File: config.mk
export PLATFORM = sky130hd
export DESIGN_NAME = seq_multiplier
export DESIGN_NICKNAME = d
export VERILOG_FILES = /design/src/rtl/mul_pkg.sv /design/src/rtl/mul_shift_add_dp.sv /design/src/rtl/seq_multiplier.sv
export SDC_FILE = /design/constraint.sdc
export NUM_CORES = 1
export LEC_CHECK = 0
export BUFFER_PORTS_ARGS = -buffer_cell sky130_fd_sc_hd__buf_2
export CAP_MARGIN = 40
export CORE_AREA = 2 2 64 66
export CTS_CLUSTER_SIZE = 24
export DETAILED_ROUTE_END_ITERATION = 8
export DIE_AREA = 0 0 66 68
export GPL_TIMING_DRIVEN = 0
export PLACE_DENSITY = 0.81
export RECOVER_POWER = 100
export REMOVE_ABC_BUFFERS = 1
export SYNTH_ARGS = -nofsm -noshare
export SYNTH_HDL_FRONTEND = slang
export SYNTH_SLANG_ARGS = --single-unit
File: constraint.sdc
create_clock -name clk -period 2.6 [get_ports clk]
set_input_delay 0.26 -clock clk [delete_from_list [all_inputs] [get_ports clk]]
set_output_delay 0.26 -clock clk [all_outputs]
set_load 0.02 [all_outputs]
File: src/rtl/mul_pkg.sv
// Shared definitions for the sequential shift-add multiplier: FSM state
// encoding and iteration-counter sizing.
package mul_pkg;

    typedef enum logic {
        IDLE = 1'b0,
        CALC = 1'b1
    } state_t;

    // Counter must hold 0..w-1; never narrower than one bit.
    function automatic int cnt_width(input int w);
        return (w <= 2) ? 1 : $clog2(w);
    endfunction

endpackage

File: src/rtl/mul_shift_add_dp.sv
// Shift-add datapath: accumulator, left-shifting multiplicand, right-shifting
// multiplier and iteration counter, sequenced by load/step from the FSM.
module mul_shift_add_dp
    import mul_pkg::*;
#(
    parameter int WIDTH = 4
) (
    input  logic                 clk,
    input  logic                 rst,
    input  logic                 load,
    input  logic                 step,
    input  logic [WIDTH-1:0]     mcand_in,
    input  logic [WIDTH-1:0]     mplier_in,
    output logic [2*WIDTH-1:0]   acc_next,
    output logic                 last
);

    localparam int CW = cnt_width(WIDTH);

    logic [2*WIDTH-1:0] acc_reg;
    logic [2*WIDTH-1:0] mcand_reg;
    logic [WIDTH-1:0]   mplier_reg;
    logic [CW-1:0]      cnt_reg;

    // Value the accumulator takes on this step; also the final sum on the last step.
    assign acc_next = mplier_reg[0] ? (acc_reg + mcand_reg) : acc_reg;
    assign last     = (cnt_reg == CW'(WIDTH - 1));

    always_ff @(posedge clk) begin
        if (rst) begin
            acc_reg    <= '0;
            mcand_reg  <= '0;
            mplier_reg <= '0;
            cnt_reg    <= '0;
        end else if (load) begin
            acc_reg    <= '0;
            mcand_reg  <= {{WIDTH{1'b0}}, mcand_in};
            mplier_reg <= mplier_in;
            cnt_reg    <= '0;
        end else if (step) begin
            acc_reg    <= acc_next;
            mcand_reg  <= mcand_reg << 1;
            mplier_reg <= mplier_reg >> 1;
            cnt_reg    <= cnt_reg + CW'(1);
        end
    end

endmodule

File: src/rtl/seq_multiplier.sv
// Sequential WIDTH x WIDTH multiplier, unsigned or two's complement per operation.
// Works on magnitudes and negates the final sum when operand signs differ.
module seq_multiplier
    import mul_pkg::*;
#(
    parameter int WIDTH = 4
) (
    input  logic                 clk,
    input  logic                 rst,
    input  logic                 start,
    input  logic                 signed_mode,
    input  logic [WIDTH-1:0]     operand1,
    input  logic [WIDTH-1:0]     operand2,
    output logic                 busy,
    output logic                 done,
    output logic [2*WIDTH-1:0]   product
);

    state_t             state_reg;
    state_t             state_next;
    logic               load;
    logic               step;
    logic               last;
    logic               neg_reg;
    logic               done_reg;
    logic [2*WIDTH-1:0] product_reg;
    logic [2*WIDTH-1:0] acc_next;
    logic [WIDTH-1:0]   mag1;
    logic [WIDTH-1:0]   mag2;

    // -2^(WIDTH-1) negates to itself, which reads correctly as an unsigned magnitude.
    assign mag1 = (signed_mode && operand1[WIDTH-1]) ? -operand1 : operand1;
    assign mag2 = (signed_mode && operand2[WIDTH-1]) ? -operand2 : operand2;

    mul_shift_add_dp #(
        .WIDTH(WIDTH)
    ) u_dp (
        .clk      (clk),
        .rst      (rst),
        .load     (load),
        .step     (step),
        .mcand_in (mag1),
        .mplier_in(mag2),
        .acc_next (acc_next),
        .last     (last)
    );

    always_comb begin
        state_next = state_reg;
        load       = 1'b0;
        step       = 1'b0;
        case (state_reg)
            IDLE: begin
                if (start) begin
                    load       = 1'b1;
                    state_next = CALC;
                end
            end
            CALC: begin
                step = 1'b1;
                if (last) begin
                    state_next = IDLE;
                end
            end
            default: state_next = IDLE;
        endcase
    end

    always_ff @(posedge clk) begin
        if (rst) begin
            state_reg   <= IDLE;
            neg_reg     <= 1'b0;
            done_reg    <= 1'b0;
            product_reg <= '0;
        end else begin
            state_reg <= state_next;
            done_reg  <= step && last;
            if (load) begin
                neg_reg <= signed_mode & (operand1[WIDTH-1] ^ operand2[WIDTH-1]);
            end
            if (step && last) begin
                product_reg <= neg_reg ? -acc_next : acc_next;
            end
        end
    end

    assign busy    = (state_reg == CALC);
    assign done    = done_reg;
    assign product = product_reg;

endmodule

* Yosys cells after proc, flatten, opt, wreduce, memory -nomap -nowiden
Cells that the tools add are included.
** Storage, ports and cells
- Input port bits :: 12
- Flip-flop bits (word level) :: 33
- Logic and storage cells :: 36
** Cells by class
- Bitwise gates (word level) :: 3
- Reduce and logical (&&, ||, !) cells :: 5
- Muxes and demuxes :: 13
- $add $sub $neg :: 5
- Equal/unequal tests :: 1
** Operators with widths (count)
- 4-bit two-way mux :: 6
- 8-bit two-way mux :: 2
- 8-bit adder :: 1
- 4-bit negation :: 2
- 8-bit negation :: 1
- 1-bit two-way mux :: 4
- 1-bit logical AND :: 3
- 2-bit by 1-bit adder with 2-bit output (second input constant) :: 1
- 2-bit equality test (second input constant) :: 1
- 1-bit one-hot mux with 2 select lines :: 1
- 2-bit nonzero test :: 1
- 2-bit OR reduction :: 1
- 1-bit bitwise AND :: 1
- 1-bit NOT :: 1
- 1-bit XOR :: 1

* Depth between registers and ports, before layout
Gate-level depths: netlist (run 1).
- Depth in word-level cells :: 4
- Mapped depth :: 9

* Cells and area by module
Synthesis (run 1) repeated with hierarchy kept, for this count alone.
** Second synthesis, totals
- Cell total of the unflattened synthesis :: 234
- Area, all modules :: 2030.7 µm²
** By module, submodules not included
- mul_shift_add_dp :: cells each 157, area an instance 1356.3 µm², instances 1
- seq_multiplier :: cells each 77, area an instance 674.4 µm², instances 1

* Worst setup path before layout (run 1)
OpenSTA, ideal clock, no wires.
- Path kind :: flip-flop to flip-flop
- From :: register u_dp.mcand_reg[0]
- To :: register product_reg[6], in the netlist product[6]
- Buffers on the path :: 0
- Data arrival time :: 2.258 ns
- Setup slack :: 0.224 ns
- Stages on the path, launching flop included :: 9
- Period minus slack after synthesis :: 2.376 ns
- Library setup time :: 0.117 ns
- Cell sequence :: dfxtp_1 -> ha_1 -> fa_1 -> a21o_2 -> a211o_1 -> a31o_2 -> nor4_2 -> mux2i_1 -> nand2_1
** Between the ends
- Cells in the longest elaborated chain, start to end :: 4
** RTL lines
- start, declared :: line mul_shift_add_dp.sv:21 : logic [2*WIDTH-1:0] mcand_reg;
- start signal, assigned :: line mul_shift_add_dp.sv:37 : mcand_reg <= {{WIDTH{1'b0}}, mcand_in};
- start signal, assigned :: line mul_shift_add_dp.sv:42 : mcand_reg <= mcand_reg << 1;
- 8-bit adder * :: line mul_shift_add_dp.sv:26 : assign acc_next = mplier_reg[0] ? (acc_reg + mcand_reg) : acc_reg;
- 8-bit two-way mux * :: line mul_shift_add_dp.sv:26
- 8-bit negation :: line seq_multiplier.sv:82 : product_reg <= neg_reg ? -acc_next : acc_next;
- 8-bit two-way mux * :: line seq_multiplier.sv:82
- end signal, assigned :: line seq_multiplier.sv:82
- end, declared :: line seq_multiplier.sv:26 : logic [2*WIDTH-1:0] product_reg;
Mark *: on every way between the ends. The rest lies on a longest branch, timed or not.
A chain may end at the register's enable or synchronous reset.

* Worst setup path after layout (run 1)
Same ends and word-level chain as after synthesis.

==> results of run 1 <==
==> Yosys cell counts (all sizes together), types with 4 or more instances <==
cell type	count
ha	11
nand2	21
inv	9
dfxtp	33
nor2	34
clkbuf	6
nor4	4
xnor2	9
buf	8
nor2b	4
mux2i	12
a31oi	5
a21oi	15
o31ai	4
a211o	5
nand2b	4
or3	4
a211oi	9
nor3	5
a311oi	4
o21ai	9
nand3	9
==> logic make-up after synthesis <==
kind of cell / after synthesis
buffers and inverters: 23
AO/OA/AOI/OAI: 68
AND/OR/NAND/NOR: 96
flip-flops: 33
adder cells (fa/ha/maj): 12
multiplexers: 12
XOR/XNOR: 9
==> cell type report <==
class	instances	area, sq um
fill	365	1560
multi-input combinational	197	1350
sequential	33	662
timing repair buffer	22	108
clock buffer	6	72.6
tap	50	62.6
inverter	9	33.8
clock inverter	2	10.0
==> critical path: cells and delay by family, from the launching register on <==
family                     cells  cell delay [ps]
AOI/OAI and AO/OA              3              800
adders and majority gates      2              660
DFF                            1              330
muxes                          1              210
and+or+nand+nor                2              360
==> power by group through the flow <==
stage                     registers (uW)  logic [uW]  clock network [uW]
after detailed placement             557         165                   0
after floorplan                      557         110                   0
after global routing                 550         192                 403
final                                547         169                 369
after CTS                            545         166                 383
after global placement               563         150                   0
==> layout by cell type (no fill, tap or decap), types with 5 or more instances in the layout <==
cell type,synthesis,layout
mux2i_1,12,11
inv_1,9,9
nor3_1,5,5
o21ai_0,8,9
a211oi_1,9,9
xnor2_1,9,9
buf_2,2,11
clkbuf_1,6,11
nand2_1,21,21
dfxtp_1,33,32
nand3_1,9,9
nor2_1,34,34
a31oi_1,5,5
clkbuf_8,0,5
a21oi_1,15,15
ha_1,11,11
==> per-layer routing <==
metal / vias up / global-route usage [%] / share of wire [%]
met5: - / 0 / 0
met4: 0 / 6.89 / 1.2
met3: 5 / 5.76 / 3.7
met2: 31 / 34.6 / 48
met1: 873 / 26.2 / 47
li1: 953 / - / -
==> worst paths after layout <==
check               startpoint                 to  slack, ps
max          u_dp.mcand_reg[0]         product[6]        130
min                operand1[0]  u_dp.mcand_reg[0]        300
min reg2reg         product[3]         product[3]        450
max reg2reg  u_dp.mcand_reg[0]         product[6]        130
==> through the flow <==
stage	hold slack [ps]	utilization, %	total power, uW	setup slack [ps]
global route	319	59.6	1140	8.41
finish	296	59.6	1090	130
detailed placement	441	57.4	722	32.9
floorplan	329	-	667	224
global placement	438	57.0	713	81.0
CTS	295	59.5	1090	24.0
==> impl_results.md, run 1 <==
- Cell area after layout: 0.00230 sq mm
- Number of vias after detailed routing: 1,862
- I/O Pins: 22
- Total number of yosys warnings: 0
- All-layer global routing usage: 20.8%
- Share of the cycle needed by the critical path after routing: 95.0%
- Placed wire-length estimate after detailed placement: 3140 um
- Type of the tightest min-delay check: in2reg
- Sequential share of power: 50.4%
- Setup repair after global routing missed its margin: false
- Crit path capture type: flop
- Detailed Route WL: 4240 um
- Clock buffer depth: 2
- P per Cell Area: 472 mW/mm^2
- Final hold violation count: 0
- ANT nets after route: 0
- Outcome: completed
- Top cell type's share of synthesized area: 31.5%
- Flop and latch count out of synthesis: 33
- Net Sw Frac: 28.1%
- Area of the mapped netlist: 0.00210 sq mm
- Ratio of cells with drive above 1 in the final layout: 13.4%
- Initial Util: 54.3%
- Parity-gate share of the synthesized area counting xor and xnor cells: 3.76%
- Setup violation total in the final timing report: 0
- Longest individual stage delay on the worst path: 400 ps
- Synthesized-area fraction occupied by adder cells: 7.52%
- Share of total power in the clock network: 34.0%
- Worst Max-Slew Pin Slew: 552 ps
- Post-synth top area cell: dfxtp_1
- Sw power: 305 uW
- Startpoint class of the critical path: flop
- Dominant combinational cell family by area after synthesis: compound AO/OA/AOI/OAI gates
- Post-DR wirelength/cell: 13.3 um
- Net count reported at finish: 292
- Post-detailed-route DRC marker count: 0
- First DRT Iteration DRCs: 189
- Worst Path Required: 2780 ps
- Placed insts: 311
- Final worst path period need: 2470 ps
- FP Rows: 23
- Die Span Y: 68 um
- Maximum number of pins on one net before global-route repair: 27
- Hold-critical path depth: 3
- H-Tree Depth: 2
- Clock tree sinks: 33
- Clock tree from TritonCTS: built
- Hold bufs inserted after CTS: 0
- Worst path slowest cell: fa_2
- Total gr overflow: 0
- Global-route wire length before repair: 7170 um
- Peak ir drop on the vdd network: 0.000271 V
- Ratio of routed vias to standard cells: 5.84
- Number of max-slew violations in the final report: 0
- Most used flip-flop cell after synthesis: dfxtp_1
- Largest driver fanout on the critical path: 3
- Core Footprint: 0.00386 sq mm
- Sequential element share of the synthesized area: 31.5%
- Crit-path cells: ha_1 > fa_2 > a21o_2 > a211o_1 > a31o_2 > nor4_2 > mux2i_1 > nand2_1
- Number of buffers created by CTS: 5
- Cell count after synthesis: 253
- Maximum achievable frequency: 405 MHz
- Cell variety after synth: 50
- Antenna violations before repair: 0
- Die outline area: 0.00449 sq mm
- FF-to-FF path depth: 8
- Syn Area/Cell: 8.28 sq um
- Count of max-cap constraint violations: 0
- Root Driver: clkbuf_8
- Design internal power: 781 uW
- Count of buffers from port buffering: 21
- Share of power burned in combinational logic: 15.6%
- CP Class: reg2reg
- Final GP Congestion: 0.801
- First drt pass iteration count: 4
- Cells taking the most area after synthesis: dfxtp_1, ha_1, nor2_1, mux2i_1, nand2_1
- Fraction of the mapped netlist area in simple logic gates: 22.9%
- Arrival @ worst endpoint: 2650 ps
- Setup bufs post-CTS: 0
- Non-filler cells in the finished layout: 319
- Final TNS setup: 0 ps
- Fraction of synthesized area in multiplexers: 5.73%
- Later-pin clock latency in the skew report: 280 ps
- Area added between synthesis and finish: 9.67%
- Post-synth EDFFs: 0
- Number of global-route vias before repair: 1,616
- Worst slew slack as a fraction of its limit: 63.2%
- Clock slew seen by the registers of the worst setup and hold paths: 70 ps
- Number of antenna repair diodes: 0
- Total placed instance area: 0.00221 sq mm
- Die Span X: 66 um
- Post-synth ARST share: 0%
- Resize count post-CTS: 0
- Area fraction in compound gates after synthesis: 23.8%
- Worst setup skew after layout: 7.44 ps
- Leakage component of the power: 0.000920 uW
(Power assumes the default switching activity.)
==> run 2: changes to the inputs <==
ABC_AREA = 1   (was default)
CELL_PAD_IN_SITES_DETAIL_PLACEMENT = 0   (was default)
CELL_PAD_IN_SITES_GLOBAL_PLACEMENT = 1   (was default)
CORE_AREA = 2 2 55 96   (was 2 2 64 66)
DIE_AREA = 0 0 57 98   (was 0 0 66 68)
PLACE_DENSITY = 0.82   (was 0.81)
==> run 2 against run 1 <==
  * Sequential power is essentially flat
  * Cell area shrank 3.8%
  * Power grew 14%
  * Wire length grew 7.9%
  * Critical path depth grew 7
  * Synthesized area shrank 6.5%
  * Clock skew is essentially flat
==> impl_results.md, run 2 <==
- Outcome: completed
- Non-filler cells in the finished layout: 355
- Setup repair after global routing missed its margin: false
- I/O Pins: 22
- Min Hold Slack: 287 ps
- Arrival @ worst endpoint: 2510 ps
- Total power of the final layout: 1240 uW
- Maximum number of pins on one net before global-route repair: 22
- Largest driver fanout on the critical path: 4
- Worst path slowest cell: fa_1
- Post-synth EDFFs: 0
- Cell count after synthesis: 276
- Root Driver: clkbuf_8
- Die outline area: 0.00559 sq mm
- Number of vias after detailed routing: 1,821
- Final GP Congestion: 0.808
- Ratio of cells with drive above 1 in the final layout: 11.6%
- Worst slew slack as a fraction of its limit: 50.1%
- Clock tree sinks: 33
- Sequential share of power: 44.1%
- H-Tree Depth: 2
- Maximum achievable frequency: 428 MHz
- Final TNS setup: 0 ps
- R2R setup slack: 260 ps
- Global-route wire length before repair: 7960 um
- Hold-critical path depth: 5
- Total gr overflow: 0
- Clock tree from TritonCTS: built
- Antenna violations before repair: 0
- Resize count post-CTS: 0
- Crit path capture type: flop
- Cell area after layout: 0.00221 sq mm
- Setup bufs post-CTS: 0
- Post-DR wirelength/cell: 12.9 um
- Worst setup skew after layout: 7.30 ps
- Number of max-slew violations in the final report: 0
- Startpoint of the worst setup timing path: u_dp.acc_reg[0]
- ANT nets after route: 0
- Number of buffers created by CTS: 5
- Post-synth top area cell: dfxtp_1
- Number of antenna repair diodes: 0
- Ratio of routed vias to standard cells: 5.13
- Type of the tightest min-delay check: in2reg
- FP Rows: 34
- Die Span Y: 98 um
- Clock slew seen by the registers of the worst setup and hold paths: 60 ps
- Setup violation total in the final timing report: 0
- Cells taking the most area after synthesis: dfxtp_1, nand2_1, ha_1, inv_1, nand3_1
- Most frequent cell after synthesis: nand2_1
- Sequential element share of the synthesized area: 33.7%
- FF-to-FF path depth: 15
- Core Footprint: 0.00485 sq mm
- Total placed instance area: 0.00212 sq mm
- Area added between synthesis and finish: 12.8%
- Flop and latch count out of synthesis: 33
- Top cell type's share of synthesized area: 33.7%
- Most used flip-flop cell after synthesis: dfxtp_1
- Share of total power in the clock network: 40.2%
- Total number of yosys warnings: 0
- Most frequent standard cell in the layout excluding fill and tap cells: nand2_1
- Longest individual stage delay on the worst path: 430 ps
- All-layer global routing usage: 18.4%
- Share of the cycle needed by the critical path after routing: 89.9%
- Final hold violation count: 0
- Worst setup endpoint: product[6]
- First DRT Iteration DRCs: 33
- Peak ir drop on the vdd network: 0.000435 V
- CP Class: reg2reg
- Worst Path Required: 2780 ps
- Placed insts: 347
- Net count reported at finish: 324
- Number of global-route vias before repair: 1,767
- Leakage component of the power: 0.00104 uW
- Share of power burned in combinational logic: 15.7%
- Clock buffer depth: 2
- Syn Area/Cell: 7.10 sq um
- Worst Max-Slew Pin Slew: 748 ps
- P per Cell Area: 562 mW/mm^2
- Initial Util: 40.4%
- Net Sw Frac: 26.9%
- Post-detailed-route DRC marker count: 0
- Sw power: 335 uW
- Design internal power: 908 uW
- Area of the mapped netlist: 0.00196 sq mm
- Worst r2r dst: product[6]
- Placed wire-length estimate after detailed placement: 3640 um
- Die Span X: 57 um
- Top cell types by occurrence after synthesis: nand2_1, inv_1, dfxtp_1
- Reg2reg start: u_dp.acc_reg[0]
- Later-pin clock latency in the skew report: 290 ps
- Most used cells in the layout excluding fill and tap cells: nand2_1, inv_1, dfxtp_1, nand3_1
- Post-synth ARST share: 0%
- Hold bufs inserted after CTS: 0
- Final worst path period need: 2340 ps
- Detailed Route WL: 4580 um
- Crit-path cells: ha_1 > fa_1 > inv_1 > nand2_1 > o21ai_2 > ha_1 > inv_1 > nor2_2 > nand3_1 > nor2_1 > nand2_1 > nand3_1 > nand2_1 > nor2_1 > nor2_1
- Count of max-cap constraint violations: 0
- Count of buffers from port buffering: 21
- Cell variety after synth: 37
- First drt pass iteration count: 4
- Startpoint class of the critical path: flop
## run 2: cell types whose count changed after synthesis, moves of 7 or more
cell,before,now
a211oi_1,9,0
inv_1,9,35
nor2_1,34,14
nand3_1,9,19
xnor2_1,9,1
o211ai_1,2,9
nand2_1,21,75
mux2i_1,12,0
## run 2: worst min-delay path by stage
stage	from	endpoint	slack, ps
final	operand2[0]	u_dp.mplier_reg[0]	290
after global routing	operand2[2]	u_dp.mplier_reg[2]	300
after CTS	operand2[0]	u_dp.mplier_reg[0]	280
after detailed placement	product[0]	product[0]	450
after global placement	product[0]	product[0]	440
after floorplan	rst	u_dp.mcand_reg[2]	330
## run 2: cell type report
| cell class | count | area, sq um |
|---|---|---|
| Clock buffer | 7 | 86.3 |
| Clock inverter | 1 | 30.0 |
| Fill cell | 569 | 2640 |
| Inverter | 38 | 148 |
| Multi-Input combinational cell | 200 | 1110 |
| Sequential cell | 33 | 661 |
| Tap cell | 54 | 67.6 |
| Timing Repair Buffer | 22 | 108 |
## run 2: stage by stage
step	setup slack, ps	util (%)
after CTS	248	46.1
after floorplan	545	-
after global placement	248	43.4
after detailed placement	258	43.7
final	264	45.6
after global routing	1.06	45.6
## run 2: kinds of logic (layout without fill, tap and decap cells)
logic type               after synthesis  count (layout)  synth area share, %
AO/OA/AOI/OAI                         54              54                 16.9
AND/OR/NAND/NOR                      130             130                 30.7
adder cells (fa/ha/maj)               12              12                 8.05
flip-flops                            33              33                 33.7
buffers and inverters                 43              68                 8.94
XOR/XNOR                               4               4                 1.79
## run 2: critical path, delay by kind of cell, from the launching register on
family	cells	cell delay (ps)
simple gates	9	700
fa+ha+maj	3	880
compound gates	1	150
buf+inv	2	120
flops	1	370
## run 2: layer usage
metal	global-route usage (%)	part of all wire, %	up-vias
li1	-	-	953
met1	18.8	38	843
met4	9.30	3.2	0
met3	3.18	1.9	8
met5	0	0	-
met2	34.2	57	17
## run 2: power by group through the flow
stage	registers [uW]	logic (uW)	clock network, uW
6_report	548	195	500
5_1_grt	551	228	528
4_1_cts	548	205	507
3_5_place_dp	559	204	0
3_3_place_gp	565	191	0
2_1_floorplan	558	145	0
